**src/rtl/add_sequencer.sv**
```systemverilog
// Multi-word add/subtract: streams WORDS 9-bit words LSW-first through one shared adder, carry registered between words.
// Latency: WORDS+1 cycles from accepted start to the done pulse; one operation per WORDS+2 cycles.
// Backpressure: none queued; start is only honoured in IDLE and dropped while RUN or DONE.

module carry_lookahead_adder (
    input  logic [8:0] x,
    input  logic [8:0] y,
    input  logic       carry_in,
    output logic [8:0] z,
    output logic       carry_out
);
    logic [8:0] g;
    logic [8:0] p;
    logic [9:0] c;

    assign g = x & y;
    assign p = x ^ y;

    // Carries written as the generate/propagate recurrence; synthesis flattens it into lookahead terms.
    always_comb begin
        c    = '0;
        c[0] = carry_in;
        for (int i = 0; i < 9; i++) begin
            c[i+1] = g[i] | (p[i] & c[i]);
        end
    end

    assign z         = p ^ c[8:0];
    assign carry_out = c[9];
endmodule

module add_sequencer #(
    parameter int WORDS = 4
) (
    input  logic               clk,
    input  logic               rst,
    input  logic               start,
    input  logic               sub,
    input  logic               cin,
    input  logic [9*WORDS-1:0] a,
    input  logic [9*WORDS-1:0] b,
    output logic               busy,
    output logic               done,
    output logic [9*WORDS-1:0] sum,
    output logic               cout
);
    localparam int IW = (WORDS > 1) ? $clog2(WORDS) : 1;

    typedef enum logic [1:0] {
        IDLE = 2'd0,
        RUN  = 2'd1,
        DONE = 2'd2
    } state_t;

    state_t state;
    state_t state_nxt;

    logic [WORDS-1:0][8:0] a_q;
    logic [WORDS-1:0][8:0] b_q;
    logic [WORDS-1:0][8:0] sum_q;
    logic                  carry_q;
    logic                  cout_q;
    logic [IW-1:0]         idx_q;

    logic                  accept;
    logic                  last_word;
    logic [8:0]            add_z;
    logic                  add_co;

    assign last_word = (idx_q == IW'(WORDS - 1));

    carry_lookahead_adder u_adder (
        .x         (a_q[idx_q]),
        .y         (b_q[idx_q]),
        .carry_in  (carry_q),
        .z         (add_z),
        .carry_out (add_co)
    );

    always_ff @(posedge clk) begin
        if (rst) begin
            state <= IDLE;
        end else begin
            state <= state_nxt;
        end
    end

    always_comb begin
        state_nxt = state;
        busy      = 1'b0;
        done      = 1'b0;
        accept    = 1'b0;
        case (state)
            IDLE: begin
                if (start) begin
                    accept    = 1'b1;
                    state_nxt = RUN;
                end
            end
            RUN: begin
                busy = 1'b1;
                if (last_word) begin
                    state_nxt = DONE;
                end
            end
            DONE: begin
                done      = 1'b1;
                state_nxt = IDLE;
            end
            default: state_nxt = IDLE;
        endcase
    end

    // Subtract is a + ~b + 1, so the operand is inverted once at latch time and the initial carry forced high.
    always_ff @(posedge clk) begin
        if (rst) begin
            a_q     <= '0;
            b_q     <= '0;
            sum_q   <= '0;
            carry_q <= 1'b0;
            cout_q  <= 1'b0;
            idx_q   <= '0;
        end else if (accept) begin
            a_q     <= a;
            b_q     <= sub ? ~b : b;
            carry_q <= sub | cin;
            idx_q   <= '0;
        end else if (state == RUN) begin
            sum_q[idx_q] <= add_z;
            carry_q      <= add_co;
            idx_q        <= idx_q + IW'(1);
            if (last_word) begin
                cout_q <= add_co;
            end
        end
    end

    assign sum  = sum_q;
    assign cout = cout_q;
endmodule

```
**config.mk**
```make
export PLATFORM = sky130hd
export DESIGN_NAME = add_sequencer
export DESIGN_NICKNAME = d
export VERILOG_FILES = /design/src/rtl/add_sequencer.sv
export SDC_FILE = /design/constraint.sdc
export NUM_CORES = 1
export LEC_CHECK = 0
export CORE_AREA = 2 2 110 112
export CTS_CLUSTER_SIZE = 20
export DETAILED_ROUTE_END_ITERATION = 8
export DIE_AREA = 0 0 112 114
export MAX_ROUTING_LAYER = met4
export PLACE_DENSITY = 0.72
export RECOVER_POWER = 100
export SYNTH_ARGS = -nofsm -noshare
export SYNTH_HDL_FRONTEND = slang
export SYNTH_SLANG_ARGS = --single-unit
```
**constraint.sdc**
```tcl
create_clock -name clk -period 5.1 [get_ports clk]
set_input_delay 1.02 -clock clk [delete_from_list [all_inputs] [get_ports clk]]
set_output_delay 1.02 -clock clk [all_outputs]
set_load 0.03 [all_outputs]
```
==> results of run 1 <==
-- layout make-up --
| class | instances | area [um2] | share of cell area |
|---|---|---|---|
| timing repair buffer | 123 | 1200 | 0.178 |
| clock inverter | 10 | 133 | 0.0196 |
| multi-input combinational | 371 | 2460 | 0.364 |
| inverter | 9 | 33.8 | 0.00500 |
| sequential | 114 | 2290 | 0.338 |
| clock buffer | 22 | 464 | 0.0687 |
| tap | 147 | 184 | 0.0272 |
-- layer usage --
| metal | GRT usage | vias up | part of all wire |
|---|---|---|---|
| met3 | 0.0484 | 16 | 0.052 |
| met1 | 0.260 | 1958 | 0.46 |
| met4 | 0.0772 | 0 | 0.017 |
| met5 | - | - | 0 |
| li1 | - | 2013 | - |
| met2 | 0.315 | 149 | 0.48 |
-- power groups by stage --
stage	clock network, mW	registers [mW]	logic (mW)
5_1_grt	1.24	0.984	0.384
6_report	1.18	0.978	0.353
3_3_place_gp	0	0.993	0.361
4_1_cts	1.20	0.978	0.371
2_1_floorplan	0	0.998	0.230
3_5_place_dp	0	0.995	0.367
-- worst max-delay path: cells and delay by family (launching register included) --
| family | cells | cell delay (ns) |
|---|---|---|
| compound gates | 1 | 0.26 |
| fa+ha+maj | 9 | 3.43 |
| buf+inv | 3 | 0.22 |
| flops | 1 | 0.39 |
| mux | 1 | 0.50 |
-- path summary, 6_finish.rpt --
path	startpoint	end	cells past startpoint
worst max-delay path	idx_q[0]$_SDFFE_PP0P_	sum[35]$_SDFFE_PP0P_	14
worst min-delay path	sum[14]$_SDFFE_PP0P_	sum[14]$_SDFFE_PP0P_	2
worst max register to register	idx_q[0]$_SDFFE_PP0P_	sum[35]$_SDFFE_PP0P_	14
worst min register to register	sum[14]$_SDFFE_PP0P_	sum[14]$_SDFFE_PP0P_	2
-- cell families after synthesis --
| logic type | Yosys count | synth area share |
|---|---|---|
| simple gates | 190 | 0.151 |
| buf+inv | 53 | 0.0538 |
| mux | 20 | 0.0835 |
| flops | 114 | 0.446 |
| compound gates | 111 | 0.157 |
| xor+xnor | 37 | 0.0634 |
| fa+ha+maj | 13 | 0.0450 |
-- cells in the final DEF (no fill, tap or decap), types with 5 or more instances in the layout --
cell type        Yosys  layout
nand2_1            128     128
clkdlybuf4s50_1      0      74
mux4_2              18      18
a211oi_1            20      41
a211oi_2            26       5
fa_1                 9       9
inv_1                9       9
xnor2_1             37      37
clkbuf_16            0      17
a21oi_1             65      65
buf_4                9       8
dlygate4sd3_1        0      39
dfxtp_1            114     113
nor2_1              46      46
-- state kept, by name (all words and copies together), names as in the netlist --
signal	count
a_q	36
b_q	36
sum	36
idx_q	2
state	2
carry_q	1
cout	1
-- Yosys cell counts, types with 9 or more instances --
cell and number:
buf_4 9, nand2_1 128, a21oi_1 65, a211oi_1 20, buf_2 13, inv_1 9
fa_1 9, mux4_2 18, clkbuf_1 16, a211oi_2 26, nor2_1 46, dfxtp_1 114
xnor2_1 37
-- per-stage QoR --
step           worst slack (ns)  std cells  hold slack, ns  area, um2  power (mW)
2_1_floorplan             0.249        538           0.433       5110        1.23
3_3_place_gp              0.255        764           0.444       6260        1.35
3_5_place_dp             0.0917        764           0.448       6260        1.36
4_1_cts                  0.0490        796           0.455       6860        2.55
5_1_grt                 0.00410        796           0.470       6760        2.61
6_report                  0.192        796           0.451       6760        2.51
==> results.tsv, run 1 <==
stage	metric	value	unit
run_status	status	finished with violations	
run_status	violations	max-capacitance violations, max-slew violations	
power	intPower	1.90	mW
clocking	cts-root-buf	clkbuf_16	
sta	hold_violations	0	
critical_path	crit_required	5.40	ns
routing	num_vias	4136	
floorplanning	die_area	12800	um2
global_route	grt_pass1_vias	3985	
synth	ys_seq_elements	114	
sta	rsz0062_at_grt	no	
sta	period_share	0.962	
routing	finalWirelength	12400	um
synth	synth_top_area_share	0.446	
synth	syn-num-nets	628	
critical_path	cpMostUsedCell	fa_1	
floorplanning	die-height	114	um
power	ir_worst_vdd	215	uV
clocking	cts_resized	0	
global_route	grt_pass1_wl	19900	um
worst_hold_path	hold_path_class	flip-flop to flip-flop	
clocking	tritoncts	yes	
power	p_per_area	372	nW/um2
synth	synth_area_leaders	dfxtp_1, nand2_1, mux4_2, a211oi_2, a21oi_1	
power	p_sw_frac	0.243	
final_layout	area_growth	32.2	%
sta	maxSlewViolCount	76	
flow_run	maxCapViolations	1	
critical_path	critPathKind	flip-flop to flip-flop	
routing	dr.pass1.iters	5	
power	power.share.clock	0.471	
sta	final-setup-viol-count	0	
power	p_switching	0.611	mW
floorplanning	fp.dieW	112	um
placement	dp.final_hpwl	8700	um
sta	skew	0.0144	ns
power	combPwrFrac	0.140	
sta	fmax	204	MHz
floorplanning	ioPinCount	116	
clocking	clock-sinks	114	
final_layout	drive_above_1_share	0.0971	
critical_path	cp_cell_sequence	mux4_2 -> inv_1 -> fa_1 -> inv_1 -> fa_1 -> fa_1 -> fa_1 -> fa_1 -> fa_1 -> fa_1 -> fa_1 -> inv_1 -> fa_1 -> a211oi_1	
clocking	clk_path_buf_depth	2	
critical_path	start_kind	flip-flop	
placement	place_congestion	0.829	
synth	synth_area	5110	um2
global_route	grt_start_max_net_pins	76	
synth	synthArstFlopShare	0	
clocking	cts_buffers	17	
synth	ys_seq_area_frac	0.446	
placement	io_buffers	115	
synth	synth.largest_area_cell	dfxtp_1	
sta	worst_slew_pin_slew	3.31	ns
synth	yosysUniqueCellTypes	26	
synth	yosys_warnings	0	
synth	synth_edf_count	0	
global_route	grt-ovfl-total	0	
critical_path	crit_fanout	6	
critical_path	cp_data_arrival_time	5.21	ns
synth	synth_top_flop_cell	dfxtp_1	
routing	vias_per_cell	5.20	
sta	layout_min_cycle_time	4.91	ns
critical_path	slowest_stage	mux4_2	
synth	synth.avg_cell_area	9.50	um2
clocking	holdBufCountCts	0	
clocking	cts.clk_slew.worst_paths	0.05	ns
routing	drcViolationCount	0	
sta	finalSetupTns	0	ns
clocking	post_cts_buffers	0	
synth	synth_cells	538	
critical_path	critPathMaxStageDelay	0.50	ns
critical_path	cp-end-kind	flip-flop	
sta	max_slew_margin	-1.21	
floorplanning	rows	40	
critical_path	r2r_slack	0.19	ns
power	p_leak	2.51	nW
floorplanning	start_util	0.437	
floorplanning	core_area	11700	um2
global_route	grt_util_all_layers	0.203	
global_route	antenna_found_initial	0	
clocking	clk_latency	0.41	ns
final_layout	nFillCells	1027	
clocking	htree_levels	4	
power	power.share.sequential	0.389	
final_layout	diodes	0	
routing	ant_nets	0	
final_layout	nets	726	
routing	wl_per_cell	15.6	um
routing	drt_iter0_markers	319	
final_layout	utilization	0.577	
Note: power is estimated with default switching activity, not from simulation.
==> run 2: changes to the inputs <==
--- a/config.mk
+++ b/config.mk
@@ -5,12 +5,12 @@
 export SDC_FILE = /design/constraint.sdc
 export NUM_CORES = 1
 export LEC_CHECK = 0
-export CORE_AREA = 2 2 110 112
+export CORE_AREA = 2 2 101 103
 export CTS_CLUSTER_SIZE = 20
 export DETAILED_ROUTE_END_ITERATION = 8
-export DIE_AREA = 0 0 112 114
+export DIE_AREA = 0 0 103 105
 export MAX_ROUTING_LAYER = met4
-export PLACE_DENSITY = 0.72
+export PLACE_DENSITY = 0.8
 export RECOVER_POWER = 100
 export SYNTH_ARGS = -nofsm -noshare
 export SYNTH_HDL_FRONTEND = slang
==> constraint.sdc (replaced) <==
create_clock -name clk -period 6.1 [get_ports clk]
set_input_delay 1.22 -clock clk [delete_from_list [all_inputs] [get_ports clk]]
set_output_delay 1.22 -clock clk [all_outputs]
set_load 0.03 [all_outputs]
==> results.tsv, run 2 (synthesis gave the netlist of run 1 again) <==
stage	metric	value	unit	change
sta	fmax	192	MHz	-5.8%
critical_path	critPathKind	flip-flop to flip-flop		
power	p_leak	2.51	nW	-0.10%
power	p_per_area	318	nW/um2	-15%
floorplanning	fp.dieW	103	um	-8.0%
final_layout	utilization	0.699		+0.122
sta	hold_violations	0		unchanged
critical_path	crit_required	6.45	ns	+1.05 ns
routing	ant_nets	0		unchanged
clocking	holdBufCountCts	0		unchanged
placement	place_congestion	0.848		+2.4%
power	power.share.clock	0.479		+0.008
critical_path	cp_cell_sequence	mux4_2 -> inv_1 -> fa_1 -> inv_1 -> fa_1 -> fa_1 -> fa_1 -> fa_1 -> fa_1 -> fa_1 -> fa_1 -> inv_1 -> fa_1 -> a211oi_1		
global_route	grt_pass1_vias	4018		+0.83%
placement	dp.final_hpwl	8120	um	-6.7%
clocking	clk_path_buf_depth	2		unchanged
global_route	grt_start_max_net_pins	115		+51%
sta	timing.hold.ws	0.449	ns	-0.00232 ns
clocking	cts-root-buf	clkbuf_8		
routing	num_vias	4132		-0.097%
routing	vias_per_cell	5.31		+2.2%
power	ir_worst_vdd	178	uV	-17%
sta	finalSetupTns	0	ns	unchanged
routing	drcViolationCount	0		unchanged
floorplanning	core_area	9640	um2	-18%
flow_run	maxCapViolations	1		unchanged
global_route	antenna_found_initial	0		unchanged
run_status	violations	max-capacitance violations, max-slew violations		
floorplanning	die_area	10800	um2	-15%
power	power.share.sequential	0.383		-0.006
critical_path	crit_fanout	14		+8
final_layout	area_growth	31.7	%	
critical_path	slowest_stage	dfxtp_1		
routing	finalWirelength	12300	um	-0.63%
worst_hold_path	hp-start	sum[4]$_SDFFE_PP0P_		
power	p_switching	0.515	mW	-16%
clocking	post_cts_buffers	0		unchanged
global_route	grt_util_all_layers	0.244		+0.0414
sta	max_slew_margin	-2.21		-1.01
sta	final-setup-viol-count	0		unchanged
power	combPwrFrac	0.139		about the same
critical_path	worstReg2RegStart	idx_q[1]$_SDFFE_PP0P_		
critical_path	crit_start	idx_q[1]$_SDFFE_PP0P_		
critical_path	critPathMaxStageDelay	0.73	ns	+0.23 ns
clocking	htree_levels	4		unchanged
routing	wl_per_cell	15.8	um	+1.7%
final_layout	nets	722		-0.55%
power	intPower	1.62	mW	-15%
critical_path	start_kind	flip-flop		
global_route	grt_pass1_wl	19700	um	-1.3%
final_layout	design_area	6730	um2	-0.33%
routing	dr.pass1.iters	5		unchanged
power	p_sw_frac	0.241		-0.00219
critical_path	cp_data_arrival_time	5.56	ns	+0.35 ns
critical_path	path_buf_inv	3		unchanged
sta	period_share	0.854		-0.108
floorplanning	start_util	0.530		+0.0938
clocking	cts_buffers	17		unchanged
critical_path	cpMostUsedCell	fa_1		
sta	layout_min_cycle_time	5.21	ns	+0.301 ns
placement	io_buffers	115		unchanged
final_layout	final_cell_mix	nand2_1, dfxtp_1, clkdlybuf4s50_1		
clocking	cts.clk_slew.worst_paths	0.05	ns	about the same
sta	worst_slew_pin_slew	4.82	ns	+1.51 ns
worst_hold_path	hold_path_class	flip-flop to flip-flop		
critical_path	cp-end-kind	flip-flop		
clocking	clock-sinks	114		unchanged
clocking	tritoncts	yes		
clocking	cts_resized	0		unchanged
routing	drt_iter0_markers	206		-35%
sta	skew	0.00829	ns	-0.00606 ns
floorplanning	rows	36		-10%
clocking	clk_latency	0.52	ns	+0.11 ns
floorplanning	die-height	105	um	-7.9%
critical_path	crit_family	adder cells		
global_route	grt-ovfl-total	0		unchanged
final_layout	drive_above_1_share	0.0899		-0.00715
placement	placedInstanceArea	6230	um2	-0.56%
final_layout	diodes	0		unchanged
sta	maxSlewViolCount	115		+51%
floorplanning	ioPinCount	116		unchanged
run_status	status	finished with violations		
final_layout	final_common_cell	nand2_1		
sta	rsz0062_at_grt	no		
run 2: cell types whose count changed in the layout (fill, tap and decap cells not counted):
| cell | change |
|---|---|
| a211oi_1 | +1 |
| clkinvlp_4 | -1 |
| clkbuf_1 | -1 |
| buf_4 | -5 |
| a211oi_2 | -1 |
| dfxtp_1 | +1 |
| bufinv_16 | +1 |
| clkbuf_16 | -1 |
| buf_12 | +1 |
| clkbuf_8 | +2 |
| dfxtp_4 | -1 |
run 2: stage by stage:
stage	std cells	setup WS [ns]	power [mW]
6_report	778	0.891	2.14
5_1_grt	778	0.617	2.21
4_1_cts	778	0.971	2.16
3_5_place_dp	746	1.05	1.14
3_3_place_gp	746	1.20	1.13
2_1_floorplan	538	1.25	1.03
run 2: area by class of cell:
class	instances	area (um2)
inverter	9	33.8
timing repair buffer	119	1180
tap	133	166
sequential	114	2280
multi-input combinational	371	2450
fill	744	2910
clock inverter	10	155
clock buffer	22	463
run 2: metal layers:
metal | routed length [um] | GRT usage
met2 | 6050 | 0.378
met1 | 5190 | 0.295
met4 | 397 | 0.109
met3 | 673 | 0.0689
met5 | 0 | -
run 2: final timing paths:
check / end / slack, ns / cells after the start
setup / recovery: sum[8]$_SDFFE_PP0P_ / 0.89 / 14
hold / removal: sum[4]$_SDFFE_PP0P_ / 0.45 / 2
setup reg to reg: sum[8]$_SDFFE_PP0P_ / 0.89 / 14
hold reg to reg: sum[4]$_SDFFE_PP0P_ / 0.45 / 2
run 2: worst reg2reg max path, delay by kind of cell (launching register included):
family / cells / cell delay (ns)
AOI/OAI and AO/OA: 1 / 0.26
DFF: 1 / 0.73
buffers and inverters: 3 / 0.23
muxes: 1 / 0.40
adders and majority gates: 9 / 3.42
run 2: power by group through the flow:
stage	clock network (mW)	logic [mW]	registers, mW
after global routing	1.06	0.324	0.823
final	1.02	0.297	0.818
after CTS	1.03	0.309	0.818
after global placement	0	0.297	0.831
after detailed placement	0	0.303	0.832
after floorplan	0	0.193	0.834
==> patch 1 (config.mk and constraints of run 1) <==
Set the parameter `WORDS` to 2 (it was 4).
--- a/src/rtl/add_sequencer.sv
+++ b/src/rtl/add_sequencer.sv
@@ -31,5 +31,5 @@
 
 module add_sequencer #(
-    parameter int WORDS = 4
+    parameter int WORDS = 2
 ) (
     input  logic               clk,
Ports: changed (resized a, b and sum); port bits go from 116 to 62. The function was not compared with the original's and may differ.
==> patch 1 against run 1 <==
- the flow still finishes with violations (capacitance limit, slew limit)
- cell area is 46% lower
- global-route usage is 9.2 points lower
- sequential share of layout area shrank 1.4 points
- total power decreased by 46%
- sequential power down 47%
- critical path depth shrank 1
- wire length is 47% lower
- synthesized cell count down 48%
- area after synthesis shrank 48%
- sequential cell count down 55
- die area did not move
- worst setup slack gained 0.13 ns
- critical endpoint is now sum[8]
- largest power group unchanged
==> patch 1: results (changes against run 1) <==
Final layout
  – NumNets Final: 382 (-47%)
  – Share of cells above drive strength 1: 10.7% (+0.98 points)
  – Fill count: 1267 (+23%)
  – Ant. Diodes: 0 (unchanged)

CTS
  – CTS H-Tree Depth: 3 (-1)
  – Clock transition at path regs: 0.05 ns (about the same)
  – Resize count post-CTS: 0 (unchanged)
  – Root buf cell: clkbuf_16
  – CTS Buffer Depth: 2 (unchanged)
  – Post-CTS Setup Inserts: 0 (unchanged)
  – Cts bufs inserted: 9 (-8)
  – Clk Latency, worst-skew pair: 0.32 ns (-0.09 ns)

Synthesis
  – Main flop type after synthesis: dfxtp_1
  – Leading cell types by total area after synthesis: dfxtp_1 (45%), nand2_1 (7.1%), fa_1 (6.8%)
  – Post-synthesis compound-gate area fraction: 12.4% (-3.3 points)
  – Mean Syn Cell Area: 9.50 µm² (about the same)
  – Yosys cell types: 24 (-7.7%)
  – Post-synth top cells: dfxtp_1 (59), nand2_1 (50), nor2_1 (34), a21oi_1 (26), a211oi_1 (21)
  – Async SR Flop Fraction: 0% (unchanged)
  – Post-synthesis mux area share: 10.1% (+1.8 points)
  – Synth Area in XOR/XNOR: 6.28% (-0.059 points)
  – Syn. warnings: 0 (unchanged)
  – Synth Area in Adders: 6.80% (+2.3 points)
  – Syn_nets: 329 (-48%)
  – Register area share after synthesis: 44.6% (-0.070 points)

Route
  – DR vias: 2047 (-51%)
  – Drt initial violations: 53 (-83%)
  – WL/cell: 13.5 µm (-14%)
  – Vias per cell: 4.23 (-19%)
  – Number of iterations in the first detailed-routing pass: 4 (-1)
  – Detail Route Antenna Nets: 0 (unchanged)

Outcome
  – Failing checks: capacitance limit, slew limit
  – Run status: finished, violations left

STA
  – Slew margin rel.: -68.8% (+52 points)
  – Setup ws final: 0.324 ns (+0.133 ns)
  – Final Max Slew Viols: 60 (-21%)
  – Clock Skew: 0.00441 ns (-0.00994 ns)

Placed design
  – Routability congestion estimate: 0.835 (+0.71%)
  – Port Buffers: 61 (-47%)
  – Final HPWL DP: 4.92 mm (-43%)
  – Dpl ws: 0.205 ns (+0.113 ns)
  – DP Cell Count: 468 (-39%)

Setup path
  – WS Path Type: register to register
  – Worst Setup SP: idx_q
  – Worst r2r path cells: 13 (-1)
  – End of the worst register-to-register path: sum[8]
  – CP max FO: 15 (+9)
  – Worst EP arrival: 4.98 ns (-0.23 ns)

Power and ir drop
  – Static leakage: 1.38 nW (-45%)
  – Worst vdd ir: 180 µV (-17%)

GRT
  – Antenna violations before repair: 0 (unchanged)
  – First-pass GRT wire length: 10.6 mm (-47%)
  – GRT Util Overall: 11.1% (-9.2 points)
  – Largest net degree at the start of global routing: 60 (-21%)
  – Vias in the first global route: 2118 (-47%)

Run
  – Max-cap viol count: 1 (unchanged)
[patch 1: how the worst min path moves through the flow]
stage,startpoint,to,slack (ns),cells after the start
detailed placement,sum[13],sum[13],0.45,2
CTS,a_q[3],a_q[3],0.45,2
finish,sum[13],sum[13],0.45,2
global route,sum[13],sum[13],0.47,2
global placement,a_q[4],a_q[4],0.44,2
floorplan,a_q[10],a_q[10],0.43,2
[patch 1: kinds of logic after synthesis]
| group | count (synthesis) |
|---|---|
| flops | 59 |
| xor+xnor | 19 |
| simple gates | 92 |
| fa+ha+maj | 9 |
| compound gates | 51 |
| mux | 25 |
| buf+inv | 24 |
[patch 1: layout make-up]
class / count / area share, %
multi-input combinational: 196 / 36.6
sequential: 59 / 32.5
timing repair buffer: 63 / 17.0
clock buffer: 12 / 7.31
tap: 147 / 5.05
clock inverter: 4 / 1.30
inverter: 3 / 0.309
[patch 1: where the power goes]
group          internal (mW)  switching, mW  leakage, nW  total [mW]
Combinational          0.107          0.120        0.737       0.228
Sequential             0.497         0.0220        0.485       0.519
Clock                  0.415          0.198        0.155       0.613
Total                   1.02          0.340         1.38        1.36
[patch 1: routing by layer]
layer  part of all wire [%]  wire, µm  track usage, %
met5                      0         0               -
met4                    1.1        74            3.66
met3                    5.4       350            4.36
met2                     50      3240            18.2
met1                     44      2840            12.4
[patch 1: critical path, stage by stage, from the launching register on]
cell	delay (ns)
dfxtp_2	0.55
mux2i_1	0.32
fa_1	0.23
inv_1	0.06
fa_1	0.38
fa_1	0.40
fa_1	0.43
fa_1	0.41
fa_1	0.39
fa_1	0.39
fa_1	0.36
inv_1	0.08
fa_1	0.43
a211oi_1	0.22
[patch 1: metrics by stage]
step                      power [mW]  area, µm²  utilization [%]  hold WS [ns]
after floorplan                0.675       2650                -         0.433
after global placement         0.754       3330             28.5         0.444
after detailed placement       0.761       3330             28.5         0.448
after CTS                       1.38       3650             31.2         0.453
after global routing            1.42       3640             31.1         0.467
final                           1.36       3640             31.1         0.451
==> patch 2 (settings of run 1) <==
Without the edit above. Re-encode `state_t` (3 states) as one-hot, 3 bits wide.
--- a/src/rtl/add_sequencer.sv
+++ b/src/rtl/add_sequencer.sv
@@ -47,8 +47,8 @@
     localparam int IW = (WORDS > 1) ? $clog2(WORDS) : 1;
 
-    typedef enum logic [1:0] {
-        IDLE = 2'd0,
-        RUN  = 2'd1,
-        DONE = 2'd2
+    typedef enum logic [2:0] {
+        IDLE = 3'b001,
+        RUN  = 3'b010,
+        DONE = 3'b100
     } state_t;
 
Function: same outputs for any inputs over 10 cycles, from zero or initial values and one cycle with rst high; not proved beyond that.
==> patch 2 against run 1 <==
- the run still ends with capacitance limit, slew limit left
- worst setup slack got worse by 0.015 ns
- total power is 5.2% lower
- sequential power increased by 0.5%
- cell area barely moved
- sequential share of layout area is 0.30 points higher
- sequential cell count grew 1
- critical path depth unchanged
- largest cell class unchanged
- clock skew is 0.0050 ns lower
- first-iteration DRC count decreased by 6.9%
- critical endpoint is now sum[26]
- die area is the same
- area after synthesis about the same
- wire length decreased by 0.56%
==> patch 2: results (changes against run 1) <==
Outcome
  – Run status: finished, violations left
  – Failing checks: capacitance limit, slew limit

GRT
  – Vias in the first global route: 3990 (+0.13%)
  – Antenna violations before repair: 0 (unchanged)
  – GRT Util Overall: 20.2% (-0.11 points)
  – Largest net degree at the start of global routing: 116 (+53%)
  – First-pass GRT wire length: 19.6 mm (-1.8%)

Worst hold path
  – WHS Path Cells: 2 (unchanged)
  – Hold endpoint: a_q[15]
  – Hold path start: a_q[15]

Route
  – Drt initial violations: 297 (-6.9%)
  – DR vias: 3900 (-5.7%)
  – Total Wirelength: 12.3 mm (-0.56%)
  – Detail Route Antenna Nets: 0 (unchanged)
  – Number of iterations in the first detailed-routing pass: 4 (-1)
  – WL/cell: 16.1 µm (+3.3%)

Power and ir drop
  – Int Pwr: 1.80 mW (-5.2%)
  – Worst vdd ir: 191 µV (-11%)
  – Static leakage: 2.49 nW (-1.2%)

Synthesis
  – Syn. warnings: 0 (unchanged)
  – Area of the mapped netlist: 5110 µm² (about the same)
  – Leading cell types by total area after synthesis: dfxtp_1 (45%), mux4_2 (7.9%), xnor2_1 (6.3%)
  – Main flop type after synthesis: dfxtp_1
  – Syn_nets: 600 (-4.5%)
  – Register area share after synthesis: 45.1% (+0.44 points)
  – Post-synth top cells: dfxtp_1 (115), nor2_1 (74), nand2_1 (72), a211oi_1 (41), a21oi_1 (38)
  – Syn Inst Count: 510 (-5.2%)
  – Yosys cell types: 30 (+15%)
  – Async SR Flop Fraction: 0% (unchanged)

Placed design
  – Dpl ws: 0.0985 ns (+0.00679 ns)
  – Routability congestion estimate: 0.742 (-10%)
  – DP Cell Count: 734 (-3.9%)
  – Placed cell area: 6210 µm² (-0.82%)
  – Final HPWL DP: 8.74 mm (+0.40%)
  – Port Buffers: 115 (unchanged)

STA
  – Clock Skew: 0.00940 ns (-0.00495 ns)
  – Final Max Slew Viols: 94 (+24%)
  – Minimum hold slack: 0.457 ns (+0.00597 ns)
  – Fmax: 0.203 GHz (-0.30%)
  – Pin slew with the least headroom to its limit: 3.06 ns (-0.250 ns)

CTS
  – CTS H-Tree Depth: 4 (unchanged)
  – Root buf cell: clkbuf_16
  – Cts bufs inserted: 17 (unchanged)
  – Clk Latency, worst-skew pair: 0.41 ns (about the same)
  – CTS Buffer Depth: 2 (unchanged)
  – Clock transition at path regs: 0.05 ns (about the same)

Setup path
  – Delay-heaviest family, CP: adder cells
  – Worst r2r path cells: 14 (unchanged)
  – Slowest CP cell: mux4_2
  – End of the worst register-to-register path: sum[26]
  – CP max FO: 6 (unchanged)
  – WS Path Type: register to register
  – Worst reg2reg path startpoint: idx_q[0]
  – Worst path max stage delay: 0.51 ns
  – Worst R2R Setup Slack: 0.18 ns

Final layout
  – NumNets Final: 696 (-4.1%)
  – Ant. Diodes: 0 (unchanged)
  – Share of cells above drive strength 1: 9.85% (+0.15 points)

Run
  – Max-cap viol count: 2 (+1)
## patch 2: cell count changes in the layout (fill, tap and decap cells not counted), sizes merged, moves of 3 or more
cell | run 1 | this run
and4bb | 0 | 5
mux2i | 1 | 30
nand3b | 4 | 1
buf | 9 | 5
and3b | 4 | 0
nand2 | 128 | 72
nor2 | 46 | 74
a21oi | 65 | 38
## patch 2: power groups by stage
stage | logic, mW | registers (mW) | clock network [mW]
after floorplan | 0.199 | 0.989 | 0
after global placement | 0.291 | 0.998 | 0
after detailed placement | 0.300 | 1.00 | 0
after CTS | 0.302 | 0.983 | 1.11
after global routing | 0.330 | 0.987 | 1.15
final | 0.301 | 0.983 | 1.10
## patch 2: repair_timing
item,in CTS,in global routing
buffers inserted,0,0
gates resized for setup,0,2
hold endpoints to repair,0,0
setup endpoints to repair,0,4
## patch 2: final cells by class
type,count,area (µm²)
sequential,115,2310
clock inverter,9,80.1
fill,1057,4960
clock buffer,23,478
timing repair buffer,120,1170
tap,147,184
multi-input combinational,343,2500
inverter,9,33.8
## patch 2: cell families after synthesis
logic type | synth area share (%)
adders and majority gates | 4.51
buffers and inverters | 5.73
xor gates and xnor gates | 6.34
DFF | 45.1
AOI/OAI and AO/OA | 11.0
and+or+nand+nor | 13.5
muxes | 13.8
## patch 2: worst register-to-register path, stage by stage (launching register included)
cell,delay (ns)
dfxtp_4,0.39
mux4_2,0.51
inv_1,0.10
fa_1,0.17
inv_1,0.05
fa_1,0.37
fa_1,0.38
fa_1,0.42
fa_1,0.44
fa_1,0.41
fa_1,0.40
fa_1,0.37
inv_1,0.08
fa_1,0.48
a211oi_1,0.24
## patch 2: metal layers
metal  wire, µm  global-route usage (%)  vias up
li1           -                       -     1933
met1       5480                    24.5     1839
met2       6100                    33.4      107
met3        540                    3.83       21
met4        208                    8.37        0
met5          0                       -        -
